===== src/rtl/delay_sched_pkg.sv =====
// Shared types for the delay scheduler: FSM encodings and
// the round-robin pointer width helper.
package delay_sched_pkg;

  typedef enum logic [1:0] {
    ST_IDLE = 2'd0,
    ST_LOAD = 2'd1,
    ST_RUN  = 2'd2,
    ST_DONE = 2'd3
  } state_e;

  function automatic int ptr_width(input int n);
    return (n > 1) ? $clog2(n) : 1;
  endfunction

endpackage


===== src/rtl/delay_scheduler_up_counter.sv =====
// Saturating up-counter with synchronous active-high clear.
// Holds at MAX instead of wrapping.
module up_counter #(
  parameter int               WIDTH = 8,
  parameter logic [WIDTH-1:0] MAX   = '1
) (
  input  logic             clk,
  input  logic             rst,
  input  logic             en,
  output logic [WIDTH-1:0] count
);

  logic [WIDTH-1:0] count_q;
  logic [WIDTH-1:0] count_d;

  always_comb begin
    count_d = count_q;
    if (en && (count_q != MAX)) begin
      count_d = count_q + 1'b1;
    end
  end

  always_ff @(posedge clk) begin
    if (rst) begin
      count_q <= '0;
    end else begin
      count_q <= count_d;
    end
  end

  assign count = count_q;

endmodule


===== src/rtl/delay_scheduler.sv =====
// Round-robin owner of one shared delay counter; sequences
// clear/run and pulses done back to the winning requester.
module delay_scheduler
  import delay_sched_pkg::*;
#(
  parameter int N_REQ = 4,
  parameter int WIDTH = 8
) (
  input  logic                   clk,
  input  logic                   rst,
  input  logic [N_REQ-1:0]       req,
  input  logic [N_REQ*WIDTH-1:0] len,
  output logic [N_REQ-1:0]       grant,
  output logic                   busy,
  output logic [N_REQ-1:0]       done,
  output logic [WIDTH-1:0]       count
);

  localparam int PW = ptr_width(N_REQ);

  state_e           state_q, state_d;
  logic [N_REQ-1:0] grant_q, grant_d;
  logic [PW-1:0]    owner_q, owner_d;
  logic [PW-1:0]    ptr_q, ptr_d;
  logic [WIDTH-1:0] target_q, target_d;
  logic [PW-1:0]    win;
  logic             cnt_clr;
  logic             cnt_en;

  // First requester after ptr, wrapping, so the last owner goes last.
  function automatic logic [PW-1:0] rr_pick(
    input logic [N_REQ-1:0] r,
    input logic [PW-1:0]    p
  );
    logic [PW-1:0] w;
    logic          hit;
    int            j;
    w   = '0;
    hit = 1'b0;
    for (int i = 1; i <= N_REQ; i++) begin
      j = (int'(p) + i) % N_REQ;
      if (!hit && r[j]) begin
        hit = 1'b1;
        w   = PW'(j);
      end
    end
    return w;
  endfunction

  always_comb begin
    state_d  = state_q;
    grant_d  = grant_q;
    owner_d  = owner_q;
    ptr_d    = ptr_q;
    target_d = target_q;
    cnt_clr  = 1'b0;
    cnt_en   = 1'b0;
    win      = rr_pick(req, ptr_q);
    unique case (state_q)
      ST_IDLE: begin
        if (|req) begin
          state_d  = ST_LOAD;
          owner_d  = win;
          grant_d  = {{(N_REQ-1){1'b0}}, 1'b1} << win;
          target_d = len[int'(win)*WIDTH +: WIDTH];
        end
      end
      ST_LOAD: begin
        cnt_clr = 1'b1;
        if (!req[owner_q]) begin
          state_d = ST_IDLE;
          grant_d = '0;
          ptr_d   = owner_q;
        end else begin
          state_d = ST_RUN;
        end
      end
      ST_RUN: begin
        if (!req[owner_q]) begin
          state_d = ST_IDLE;
          grant_d = '0;
          ptr_d   = owner_q;
          cnt_clr = 1'b1;
        end else begin
          cnt_en = (count != target_q);
          if (count == target_q) begin
            state_d = ST_DONE;
          end
        end
      end
      ST_DONE: begin
        state_d = ST_IDLE;
        grant_d = '0;
        ptr_d   = owner_q;
        cnt_clr = 1'b1;
      end
      default: begin
        state_d = ST_IDLE;
        grant_d = '0;
        cnt_clr = 1'b1;
      end
    endcase
  end

  always_ff @(posedge clk) begin
    if (!rst) begin
      state_q  <= ST_IDLE;
      grant_q  <= '0;
      owner_q  <= '0;
      ptr_q    <= PW'(N_REQ - 1);
      target_q <= '0;
    end else begin
      state_q  <= state_d;
      grant_q  <= grant_d;
      owner_q  <= owner_d;
      ptr_q    <= ptr_d;
      target_q <= target_d;
    end
  end

  up_counter #(
    .WIDTH(WIDTH),
    .MAX  ({WIDTH{1'b1}})
  ) u_cnt (
    .clk  (clk),
    .rst  (~rst | cnt_clr),
    .en   (cnt_en),
    .count(count)
  );

  assign grant = grant_q;
  assign busy  = (state_q != ST_IDLE);
  assign done  = (state_q == ST_DONE) ? grant_q : '0;

endmodule


===== config.mk =====
export PLATFORM = sky130hd
export DESIGN_NAME = delay_scheduler
export DESIGN_NICKNAME = d
export VERILOG_FILES = /design/src/rtl/delay_sched_pkg.sv /design/src/rtl/delay_scheduler_up_counter.sv /design/src/rtl/delay_scheduler.sv
export SDC_FILE = /design/constraint.sdc
export NUM_CORES = 1
export LEC_CHECK = 0
export CAP_MARGIN = 20
export CORE_UTILIZATION = 41
export DETAILED_ROUTE_END_ITERATION = 12
export MAX_ROUTING_LAYER = met4
export PLACE_DENSITY_LB_ADDON = 0.05
export SLEW_MARGIN = 0
export SYNTH_ARGS = -nofsm -noshare
export SYNTH_HDL_FRONTEND = slang
export SYNTH_SLANG_ARGS = --single-unit
export TNS_END_PERCENT = 1

===== constraint.sdc =====
create_clock -name clk -period 1.9 [get_ports clk]
set_clock_uncertainty 0.2 [all_clocks]
set_input_delay 0.38 -clock clk [delete_from_list [all_inputs] [get_ports clk]]
set_output_delay 0.38 -clock clk [all_outputs]
set_load 0.005 [all_outputs]

==> impl_metrics.env <==
export IMPL_outcome="complete, but fails checks"
export IMPL_violations="negative setup slack"
export IMPL_rsz0062_at_grt="yes"
export IMPL_core_area_um2=3720
export IMPL_post_route_min_period_ps=2050
export IMPL_clkTransAtPathRegs_ps=90
export IMPL_slew_headroom_pct=71.9
export IMPL_placed_cell_area_um2=2470
export IMPL_worstMarginPinSlew_ps=420
export IMPL_grtUsageTotal_pct=23.5
export IMPL_antenna_cells=0
export IMPL_std_cell_rows=22
export IMPL_wl_per_cell_um=14.4
export IMPL_critPathKind="reg2reg"
export IMPL_drive_above_1_share_pct=30.1
export IMPL_layout_common_cells="45 x clkdlybuf4s50_1, 41 x buf_4, 20 x dfxtp_1"
export IMPL_postSynthAreaPerCell_um2=8.77
export IMPL_finalHoldViolations=0
export IMPL_max_stage_delay_ps=510
export IMPL_drv_cap=0
export IMPL_cp_max_fo=8
export IMPL_antenna_found_initial=0
export IMPL_crit_buf_inv=0
export IMPL_drtIter0Drc=95
export IMPL_total_power_mw=1.54
export IMPL_ys_warn_count=0
export IMPL_async_flop_share_pct=0
export IMPL_syn_num_nets=226
export IMPL_drc=0
export IMPL_overflow=0
export IMPL_arrival_ps=2050
export IMPL_crit_path_end_kind="register"
export IMPL_syn_to_final_growth_pct=66.3
export IMPL_gp_congestion=0.798
export IMPL_syn_cell_area_um2=1600
export IMPL_num_nets_final=321
export IMPL_p_per_area_nw_per_um2=575
export IMPL_die_x_um=64.6
export IMPL_synthFlopType="dfxtp_1"
export IMPL_viasPerCell=5.61
export IMPL_synth_edf_count=0
export IMPL_post_route_cell_area_um2=2670
export IMPL_grt_max_degree=17
export IMPL_clk_path_buf_depth=2
export IMPL_first_pass_iters=4
export IMPL_crit_path_top_delay_cell="or4_4"
export IMPL_path_cells="mux4_2 -> and2_4 -> a21bo_4 -> or4_4 -> a21oi_2"
export IMPL_peakVddDrop_v=0.000303
export IMPL_setup_worst_path_start_class="register"
export IMPL_cts_hold_buffers=0
export IMPL_die_area_um2=4170
export IMPL_die_y_um=64.6
export IMPL_syn_inst=183
export IMPL_start_util_pct=43.2
export IMPL_grt_pass1_vias=1700
export IMPL_multi_input_area_um2=1140
export IMPL_ys_seq_area_share_pct=32.4
export IMPL_wirelength_um=4670
export IMPL_hold_path_class="reg2reg"
export IMPL_pre_cts_slack_ps=-635
export IMPL_dpl_hpwl_um=3500
export IMPL_cts_tree="yes"
export IMPL_grt_pass1_wl_um=7620
export IMPL_final_common_cell="clkdlybuf4s50_1"
export IMPL_ys_seq_elements=26
export IMPL_clock_sinks=26
export IMPL_io_pins=55
export IMPL_insertion_delay_ps=270
export IMPL_setup_violations_final=12
export IMPL_critPathRequiredTime_ps=1910
export IMPL_port_buffer_count=54
export IMPL_cts_max_level=1
export IMPL_drv_slew=0
export IMPL_cts_buffers=3
export IMPL_period_share_pct=108
export IMPL_setup_ws_ps=-148
export IMPL_crit_family="simple AND/OR/NAND/NOR gates"
export IMPL_max_clock_freq_ghz=0.488
export IMPL_ff_latch_area_um2=531
export IMPL_ys_types=39
export IMPL_cts_root_buffer_cell="clkbuf_8"
export IMPL_p_leak_nw=1.12
export IMPL_drtAntennaViolNets=0
export IMPL_nFillCells=304
export IMPL_dr_total_vias=1819
power by group:
group | leakage, nW | switching, mW | internal, mW
Sequential | 0.215 | 0.0458 | 0.600
Clock | 0.0216 | 0.173 | 0.142
Combinational | 0.883 | 0.258 | 0.316
per-layer routing:
layer	share of wire [%]	GRT usage, %	vias to the layer above	routed length, µm
met5	0	-	-	0
met4	1.5	5.83	0	72
met3	4.0	1.58	10	185
met2	50	41.6	63	2320
met1	45	28.9	850	2090
li1	-	-	896	-
synth_stat cells, types with 8 or more instances:
cell type  instances  area, µm²
mux2i_1           12        120
a21boi_0          12       90.1
xor2_1             8       70.1
dfxtp_1           26        521
nand2_1           10       37.5
o21ai_0           17       85.1
a21oi_1            9       45.0
a211oi_1          18        135
tightest hold or removal path, stage by stage, from the launching register on:
cell,delay [ps]
dfxtp_1,330
nand3_1,60
o21ai_0,60
what timing repair did:
action	in CTS	in global routing
gates resized for setup	33	14
hold endpoints to repair	0	0
pin swaps	13	5
setup buffers	4	1
cloned	1	0
endpoints found under the setup margin	31	26
logic make-up (layout without fill, tap and decap cells):
group | Yosys count | count (layout) | synth area share (%)
XOR/XNOR | 8 | 8 | 4.37
multiplexers | 13 | 13 | 8.89
adder cells (fa/ha/maj) | 5 | 5 | 3.90
buffers and inverters | 14 | 106 | 3.90
flip-flops | 26 | 26 | 32.4
AO/OA/AOI/OAI | 71 | 72 | 30.8
AND/OR/NAND/NOR | 46 | 46 | 15.7
registers in the layout (all words and copies together), names as in the netlist:
register     cells
u_cnt.count      8
owner_q          2
target_q         8
state_q          2
ptr_q            2
grant            4
cell type report:
cell class                      instances  share of cell area, %
Sequential cell                        26                   19.9
Multi-Input combinational cell        144                   42.6
Clock buffer                            3                   1.55
Inverter                                5                  0.704
Timing Repair Buffer                   98                   33.0
Tap cell                               48                   2.25
stage by stage:
stage	utilization (%)	hold slack, ps	std cells	TNS, ps
2_1_floorplan	-	268	183	-17.9
3_3_place_gp	66.4	287	315	-12900
3_5_place_dp	66.4	282	315	-14280
4_1_cts	70.4	295	323	-301
5_1_grt	71.8	314	324	-1920
6_report	71.8	290	324	-685
path summary, 6_finish.rpt:
path               from        endpoint  slack (ps)  depth (start not counted)
max reg2reg  owner_q[0]  u_cnt.count[7]        -150                          5
max          owner_q[0]  u_cnt.count[7]        -150                          5
min            grant[3]        grant[3]         290                          2
min reg2reg    grant[3]        grant[3]         290                          2
No activity file was read; power rests on OpenSTA's default activity.
